--- config.mk ---
export PLATFORM = sky130hd
export DESIGN_NAME = golf_input_ctrl
export DESIGN_NICKNAME = d
export VERILOG_FILES = /design/src/rtl/golf_input_ctrl.sv
export SDC_FILE = /design/constraint.sdc
export NUM_CORES = 1
export LEC_CHECK = 0
export CAP_MARGIN = 20
export CORE_MARGIN = 2
export CORE_UTILIZATION = 65
export DETAILED_ROUTE_END_ITERATION = 10
export MAX_ROUTING_LAYER = met4
export PLACE_DENSITY = 0.85
export SETUP_SLACK_MARGIN = 0.15
export SLEW_MARGIN = 0
export SYNTH_ARGS = -nofsm -noshare
export SYNTH_HDL_FRONTEND = slang
export SYNTH_SLANG_ARGS = --single-unit
--- constraint.sdc ---
create_clock -name clk_in -period 4 [get_ports clk_in]
set_clock_uncertainty 0.1 [all_clocks]
set_input_delay 0.8 -clock clk_in [delete_from_list [all_inputs] [get_ports clk_in]]
set_output_delay 0.8 -clock clk_in [all_outputs]
set_load 0.05 [all_outputs]
--- src/rtl/golf_input_ctrl.sv ---
// Player-input front end: synchronizes and debounces the buttons, derives pan/frame/new-game
// strobes and runs the hit-arming FSM and stroke counter in front of gameplay.

module golf_debounce #(
    parameter int DEBOUNCE_CYCLES = 1000000
) (
    input  logic clk,
    input  logic rst_n,
    input  logic raw,
    output logic stable
);
    localparam int CW = (DEBOUNCE_CYCLES > 2) ? $clog2(DEBOUNCE_CYCLES) : 1;
    localparam logic [CW-1:0] LAST = CW'(DEBOUNCE_CYCLES - 1);

    logic          meta;
    logic          synced;
    logic [CW-1:0] cnt;

    always_ff @(posedge clk or negedge rst_n) begin
        if (!rst_n) begin
            meta   <= 1'b0;
            synced <= 1'b0;
            stable <= 1'b0;
            cnt    <= '0;
        end else begin
            meta   <= raw;
            synced <= meta;
            if (synced == stable) begin
                cnt <= '0;
            end else if (cnt == LAST) begin
                stable <= synced;
                cnt    <= '0;
            end else begin
                cnt <= cnt + CW'(1);
            end
        end
    end
endmodule

module golf_input_ctrl #(
    parameter int DEBOUNCE_CYCLES = 1000000,
    parameter int NEW_GAME_CYCLES = 4
) (
    input  logic       clk_in,
    input  logic       rst_n_in,
    input  logic       btn_hit_in,
    input  logic       btn_left_in,
    input  logic       btn_right_in,
    input  logic       btn_new_in,
    input  logic       vsync_in,
    input  logic [2:0] state_in,
    output logic       charging_hit,
    output logic       camera_pan_left,
    output logic       camera_pan_right,
    output logic       new_frame,
    output logic       new_game,
    output logic [7:0] strokes
);
    localparam int NUM_BTN = 4;
    localparam int NGW     = $clog2(NEW_GAME_CYCLES + 1);
    localparam logic [NGW-1:0] NG_LOAD = NGW'(NEW_GAME_CYCLES);

    localparam logic [2:0] ST_RESTING  = 3'd0;
    localparam logic [2:0] ST_CHARGING = 3'd1;
    localparam logic [2:0] ST_ON_HIT   = 3'd2;

    typedef struct packed {
        logic new_btn;
        logic right;
        logic left;
        logic hit;
    } btn_t;

    typedef enum logic [1:0] {
        IDLE     = 2'd0,
        ARMED    = 2'd1,
        CHARGING = 2'd2
    } hit_state_t;

    logic [NUM_BTN-1:0] raw_btn;
    logic [NUM_BTN-1:0] stable_btn;
    btn_t               db;

    assign raw_btn = {btn_new_in, btn_right_in, btn_left_in, btn_hit_in};
    assign db      = btn_t'(stable_btn);

    for (genvar i = 0; i < NUM_BTN; i++) begin : g_btn
        golf_debounce #(.DEBOUNCE_CYCLES(DEBOUNCE_CYCLES)) u_db (
            .clk    (clk_in),
            .rst_n  (rst_n_in),
            .raw    (raw_btn[i]),
            .stable (stable_btn[i])
        );
    end

    // Aim is frozen while the shot is being charged or struck.
    logic pan_ok;
    logic vsync_prev;

    assign pan_ok = (state_in != ST_CHARGING) && (state_in != ST_ON_HIT);

    always_ff @(posedge clk_in or negedge rst_n_in) begin
        if (!rst_n_in) begin
            camera_pan_left  <= 1'b0;
            camera_pan_right <= 1'b0;
            vsync_prev       <= 1'b0;
            new_frame        <= 1'b0;
        end else begin
            camera_pan_left  <= db.left & ~db.right & pan_ok;
            camera_pan_right <= db.right & ~db.left & pan_ok;
            vsync_prev       <= vsync_in;
            new_frame        <= vsync_in & ~vsync_prev;
        end
    end

    logic           new_prev;
    logic           new_rise;
    logic [NGW-1:0] ng_cnt;

    assign new_rise = db.new_btn & ~new_prev;

    // Reset leaves the counter loaded, so gameplay sees a full pulse after power-up.
    always_ff @(posedge clk_in or negedge rst_n_in) begin
        if (!rst_n_in) begin
            new_prev <= 1'b0;
            ng_cnt   <= NG_LOAD;
            new_game <= 1'b1;
        end else begin
            new_prev <= db.new_btn;
            if (new_rise) begin
                ng_cnt   <= NG_LOAD;
                new_game <= 1'b1;
            end else if (ng_cnt != '0) begin
                ng_cnt   <= ng_cnt - NGW'(1);
                new_game <= (ng_cnt != NGW'(1));
            end else begin
                new_game <= 1'b0;
            end
        end
    end

    hit_state_t hit_st;

    assign charging_hit = (hit_st == CHARGING);

    // Arming needs the button seen released at rest, so a held button never auto-fires.
    always_ff @(posedge clk_in or negedge rst_n_in) begin
        if (!rst_n_in) begin
            hit_st  <= IDLE;
            strokes <= 8'd0;
        end else if (new_game) begin
            hit_st  <= IDLE;
            strokes <= 8'd0;
        end else begin
            case (hit_st)
                IDLE: begin
                    if (!db.hit && state_in == ST_RESTING) hit_st <= ARMED;
                end
                ARMED: begin
                    if (state_in != ST_RESTING) hit_st <= IDLE;
                    else if (db.hit)            hit_st <= CHARGING;
                end
                CHARGING: begin
                    if (!db.hit) begin
                        hit_st <= IDLE;
                        if (strokes != 8'd255) strokes <= strokes + 8'd1;
                    end
                end
                default: hit_st <= IDLE;
            endcase
        end
    end
endmodule
==> qor.txt, run 1 <==
fin util = 74.54%
GRT Overall Usage = 25.58%
Initial Util = 67.47%
EDFF count, synth = 0
wl on met1 = 4452 um
sequential share of the synthesized area = 52.78%
critical path required time = 3100 ps
cts bufs inserted = 9
final worst-path cycle share = 69.41%
worst min-delay path class = flop to flop
number of buffers added on ports = 22
final setup violation count = 0
Max Clock Freq = 360.2 MHz
worst hold margin = 258.6 ps
Worst-Skew Late Latency = 380 ps
count of warnings emitted by yosys = 0
post-CTS setup buffers = 0
ANT nets after route = 0
setup TNS = 0 ps
P_leak = 2.391 nW
antenna cells = 0
Clock Sinks = 111
RSZ-0062 raised after global routing = false
Syn Inst Count = 517
Critical Path Fanout Max = 11
Peak VDD IR = 0.2639 mV
Post-Syn Area = 5268 um2
Slew headroom = 48.09%
cell taking the most area after synthesis = dfrtp_1
Cell variety after synth = 42
global-route wire length before repair = 17,310 um
CP startpoint kind = flop
Crit Path Class = flop to primary output
die area = 8840 um2
met2 WL = 5029 um
Worst setup EP type = primary output
DR WL/cell = 15.32 um
vias in the first global route = 3,840
share of layout cells above drive strength 1 = 6.909%
Post-Syn Area per Cell = 10.19 um2
Least-Margin Pin Slew = 778.7 ps
final hold violation count = 0
Root Buffer = clkbuf_8
highest metal used = met4
PD cells = 328.2 nW/um2
drt total wl = 9989 um
Final Max Tran Viols = 0
HPWL Detailed = 7109 um
met3 wire length = 333 um
most common cell after layout, fill and taps aside = dfrtp_1
WP data arrival = 1880 ps
pin count of the biggest net entering global routing = 58
Max Cap Viol = 0
ys async rst share = 100.0%
number of hold buffers added after cts = 0
DRC Markers = 0
status = finished, final reports clean
time the worst path needs with I/O delays and setup = 2776 ps
Layout area overhead = 10.48%
Core Region = 7807 um2
Longest Clk Path Bufs = 2
Ports = 23
ys flop type = dfrtp_1
worst stage delay on the critical path = 840 ps
vias per cell = 6.014
CP Cell Sequence = clkdlybuf4s50_1
CTS tree = built
Die X = 94.02 um
initial antenna violation count = 0
Seq cells post-synth = 111
Max stage delay cell, worst path = clkdlybuf4s50_1
Final GP Congestion = 0.8848
Mapped Nets = 535
drt first pass iters = 5
row count = 32
nets@finish = 563
initial DRC count = 207
via count = 3,921
H-tree lvl count = 3
grt total ovfl = 0
crit path buf inv count = 1
Area contributors post-synth = dfrtp_1, xnor2_1, nor2_1
top-area cell type share of the netlist area = 51.78%
die span in y = 94.02 um
Post-CTS Resized = 0
clk slew on worst S/H paths = 110 ps
CP top delay family = buffers and inverters
commonest cells after routing, fill and taps aside = dfrtp_1, nor2_1, nand3_1
==> registers in the layout (all words and copies together), names as in the netlist <==
| register | flops |
|---|---|
| new_prev | 1 |
| new_game | 1 |
| new_frame | 1 |
| strokes | 8 |
| hit_st | 2 |
| g_btn.u_db.cnt | 80 |
| g_btn.u_db.meta | 4 |
| camera_pan_left | 1 |
| camera_pan_right | 1 |
| g_btn.u_db.stable | 4 |
| ng_cnt | 3 |
| g_btn.u_db.synced | 4 |
| vsync_prev | 1 |
==> worst reg2reg max path, delay by kind of cell (launching register included) <==
kind	cells	cell delay, ps
DFF	1	410
and+or+nand+nor	3	870
buffers and inverters	1	300
AOI/OAI and AO/OA	1	680
==> synthesized netlist by cell type, types with 2 or more instances <==
library cell and n:
dfrtp_1 109, nor2_1 72, nand3_1 33, xnor2_1 32, xor2_1 29, a21oi_1 25
nand4_1 25, nand2_1 24, inv_1 19, nor3_1 14, o21ai_0 14, nor4_1 12
or3_1 12, and3_1 11, o31ai_1 10, or4_1 10, ha_1 8, and2_1 6
buf_2 5, nor3b_1 5, and4_1 4, mux2_2 4, nor4b_1 4, a31o_2 3
clkbuf_1 3, nor2b_1 3, dfstp_2 2, mux2i_1 2, nand2b_1 2, nand4b_1 2
o31ai_4 2
==> worst paths after layout <==
check / startpoint / endpoint / slack [ps] / cells past startpoint
hold reg to reg: g_btn[3].u_db.meta / g_btn[3].u_db.synced / 260 / 0
hold / removal: g_btn[3].u_db.meta / g_btn[3].u_db.synced / 260 / 0
max in group asynchronous: rst_n_in / g_btn[3].u_db.cnt[13] / 2610 / 2
min in group asynchronous: rst_n_in / g_btn[0].u_db.cnt[11] / 360 / 1
setup reg to reg: g_btn[0].u_db.cnt[18] / g_btn[0].u_db.cnt[6] / 1540 / 5
setup / recovery: new_game / new_game / 1220 / 1
==> per-stage QoR <==
stage	total power, mW	std cells	cell area [um2]	worst slack [ps]
floorplan	1.205	517	5268	1940
global placement	1.246	636	5607	1661
detailed placement	1.251	636	5607	1595
CTS	1.937	652	5819	1203
global route	1.988	652	5819	1158
finish	1.910	652	5819	1224
==> final cells by class <==
class                      count  area (um2)
tap                          102       127.6
sequential                   111        2780
fill                         537        1988
clock buffer                   9       123.9
multi-input combinational    378        2380
clock inverter                 7       88.84
timing repair buffer          26       247.7
inverter                      19       71.32
==> kinds of logic (layout without fill, tap and decap cells) <==
logic type	Yosys count	after routing	share of synthesized area [%]
and+or+nand+nor	245	245	24.68
muxes	6	6	1.235
adders and majority gates	8	8	1.900
DFF	111	111	52.78
buffers and inverters	28	61	2.138
AOI/OAI and AO/OA	58	58	7.126
xor gates and xnor gates	61	61	10.14
==> per-layer routing <==
layer  up-vias  global-route usage [%]
li1       1898                       -
met1      1924                   32.04
met2        79                   42.08
met3        20                   5.698
met4         0                   7.729
met5         -                       -
==> where the power goes <==
part           internal (mW)  total (mW)  switching (mW)
combinational         0.0247      0.0743          0.0496
clock                  0.255       0.683           0.428
sequential              1.14        1.15          0.0155
Note: power is estimated with default switching activity, not from simulation.
==> run 2, diff against run 1 <==
--- a/config.mk
+++ b/config.mk
@@ -7,10 +7,10 @@
 export LEC_CHECK = 0
 export CAP_MARGIN = 20
 export CORE_MARGIN = 2
-export CORE_UTILIZATION = 65
+export CORE_UTILIZATION = 60
 export DETAILED_ROUTE_END_ITERATION = 10
 export MAX_ROUTING_LAYER = met4
-export PLACE_DENSITY = 0.85
+export PLACE_DENSITY = 0.79
 export SETUP_SLACK_MARGIN = 0.15
 export SLEW_MARGIN = 0
 export SYNTH_ARGS = -nofsm -noshare
==> constraint.sdc (replaced) <==
create_clock -name clk_in -period 2.7 [get_ports clk_in]
set_clock_uncertainty 0.1 [all_clocks]
set_input_delay 0.54 -clock clk_in [delete_from_list [all_inputs] [get_ports clk_in]]
set_output_delay 0.54 -clock clk_in [all_outputs]
set_load 0.05 [all_outputs]
==> qor.txt, run 2 (same netlist as run 1, synthesis figures left out) <==
Worst setup EP type = primary output
clk slew on worst S/H paths = 100 ps (about the same)
CTS tree = built
CP top delay family = buffers and inverters
status = finished, final reports clean
row count = 34 (+6.3%)
crit path buf inv count = 1 (unchanged)
Final Total Pwr = 2.925 mW (+53%)
Final Max Tran Viols = 0 (unchanged)
DRC Markers = 0 (unchanged)
CP Launch Point = hit_st[0]
ANT nets after route = 0 (unchanged)
crit path capture = charging_hit
wl on met1 = 4416 um (-0.81%)
P_leak = 2.439 nW (+2.0%)
Layout area overhead = 11.73%
H-tree lvl count = 3 (unchanged)
drt first pass iters = 4 (-1)
Fillers = 679 (+26%)
time the worst path needs with I/O delays and setup = 2431 ps
share of layout cells above drive strength 1 = 7.581% (+0.67 points)
Longest Clk Path Bufs = 2 (unchanged)
critical path required time = 2060 ps (-1040 ps)
design area = 5886 um2 (+1.1%)
Clock Sinks = 111 (unchanged)
number of buffers added on ports = 22 (unchanged)
vias per cell = 5.885 (-2.1%)
cell count along the critical path = 2 (+1)
initial DRC count = 183 (-12%)
cts bufs inserted = 9 (unchanged)
fin util = 68.15% (-6.4 points)
highest metal used = met4
Slew headroom = 51.78% (+3.7 points)
global-route wire length before repair = 17,360 um (+0.32%)
reg-to-reg critical path endpoint = g_btn[0].u_db.cnt[11]
final setup violation count = 0 (unchanged)
die span in y = 97.70 um (+3.9%)
most common cell after layout, fill and taps aside = dfrtp_1
Top reg by flops = g_btn.u_db.cnt
setup TNS = 0 ps (unchanged)
max FFs per register = 80 (unchanged)
WP data arrival = 1790 ps (-90 ps)
register-to-register setup slack = 360 ps (-1180 ps)
pin count of the biggest net entering global routing = 55 (-5.2%)
r2r startpoint = g_btn[0].u_db.cnt[17]
Initial Util = 61.00% (-6.5 points)
number of hold buffers added after cts = 0 (unchanged)
final cell count without fillers = 662 (+1.5%)
Max Cap Viol = 0 (unchanged)
CP Cell Sequence = nor2b_1 > clkdlybuf4s50_1
final hold violation count = 0 (unchanged)
DR WL/cell = 14.88 um (-2.9%)
GRT Overall Usage = 22.70% (-2.9 points)
die area = 9544 um2 (+8.0%)
met2 WL = 5087 um (+1.2%)
worst stage delay on the critical path = 830 ps (about the same)
HPWL Detailed = 6955 um (-2.2%)
Max Clock Freq = 411.4 MHz
Least-Margin Pin Slew = 723.3 ps (-55.38 ps)
Max stage delay cell, worst path = clkdlybuf4s50_1
via count = 3,896 (-0.64%)
Cells after DPL = 646 (+1.6%)
nets@finish = 567 (+0.71%)
RSZ-0062 raised after global routing = false
PD cells = 497.0 nW/um2 (+51%)
Worst-Skew Late Latency = 370 ps (about the same)
met3 wire length = 236 um (-29%)
antenna cells = 0 (unchanged)
drt total wl = 9848 um (-1.4%)
Core Region = 8636 um2 (+11%)
final worst-path cycle share = 90.02%
Ports = 23 (unchanged)
Peak VDD IR = 0.3084 mV (+17%)
commonest cells after routing, fill and taps aside = dfrtp_1, nor2_1, nand3_1
grt total ovfl = 0 (unchanged)
biggest regs = g_btn.u_db.cnt (80), strokes (8)
post-place instance area = 5657 um2 (+0.89%)
Critical Path Fanout Max = 3 (-8)
vias in the first global route = 3,833 (-0.18%)
Worst R2R Path Depth = 5 (unchanged)
Crit Path Class = flop to primary output
initial antenna violation count = 0 (unchanged)
CP startpoint kind = flop
Root Buffer = clkbuf_8
Die X = 97.70 um (+3.9%)
Final GP Congestion = 0.8392 (-5.2%)
worst min-delay path class = input pin to asynchronous set/reset pin
run 2: changes by cell type in the layout (fill, tap and decap cells not counted), moves of 2 or more:
cell	change
buf_4	+3
inv_8	-2
clkinv_8	-3
bufinv_16	+2
run 2: worst min path at each step:
stage	startpoint	endpoint	slack (ps)	cells past startpoint
global route	rst_n_in	g_btn[0].u_db.cnt[19]	90	1
detailed placement	g_btn[0].u_db.meta	g_btn[0].u_db.synced	240	0
global placement	g_btn[3].u_db.meta	g_btn[3].u_db.synced	230	0
finish	rst_n_in	g_btn[0].u_db.cnt[12]	50	1
CTS	rst_n_in	camera_pan_left	60	1
floorplan	rst_n_in	camera_pan_left	140	0
run 2: worst register-to-register path, delay by kind of cell (launching register included):
kind	cells	cell delay (ps)
AO/OA/AOI/OAI	1	580
buffers and inverters	1	260
flip-flops	1	410
AND/OR/NAND/NOR	3	890
run 2: per-layer routing:
metal  up-vias  track usage, %
met5         -               -
met4         0           6.624
met3        10           5.180
met2        41           37.29
met1      1941           28.49
li1       1904               -
run 2: report_power, final:
part / internal, mW / switching [mW] / leakage (nW)
sequential: 1.68 / 0.0238 / 1.51
combinational: 0.0418 / 0.0731 / 0.817
clock: 0.534 / 0.568 / 0.111
total: 2.26 / 0.665 / 2.44
run 2: layout make-up:
cell class	count	area [um2]	area share, %
well taps	108	135.1	2.296
clock buffers	9	123.9	2.105
clock inverters	7	102.6	1.743
multi-input cells	378	2380	40.43
repair buffers	30	292.8	4.974
flip-flops and latches	111	2780	47.24
inverters	19	71.32	1.212
run 2: through the flow:
stage               worst slack [ps]  hold slack (ps)
global route                   201.6            87.02
global placement               503.1            231.3
finish                         269.3            49.30
detailed placement             377.8            237.2
floorplan                      640.1            144.4
CTS                            176.8            55.20
run 2: timing repair:
action                     4_1_cts  5_1_grt
setup buffers                    0        0
setup endpoints to repair        0        1
resized for setup                0        1
==> run 3, diff against run 2 <==
--- a/config.mk
+++ b/config.mk
@@ -12,6 +12,7 @@
 export MAX_ROUTING_LAYER = met4
 export PLACE_DENSITY = 0.79
 export SETUP_SLACK_MARGIN = 0.15
+export SKIP_LAST_GASP = 1
 export SLEW_MARGIN = 0
 export SYNTH_ARGS = -nofsm -noshare
 export SYNTH_HDL_FRONTEND = slang
==> results of run 3 <==
Final layout, timing and power as in run 2 (identical DEF).
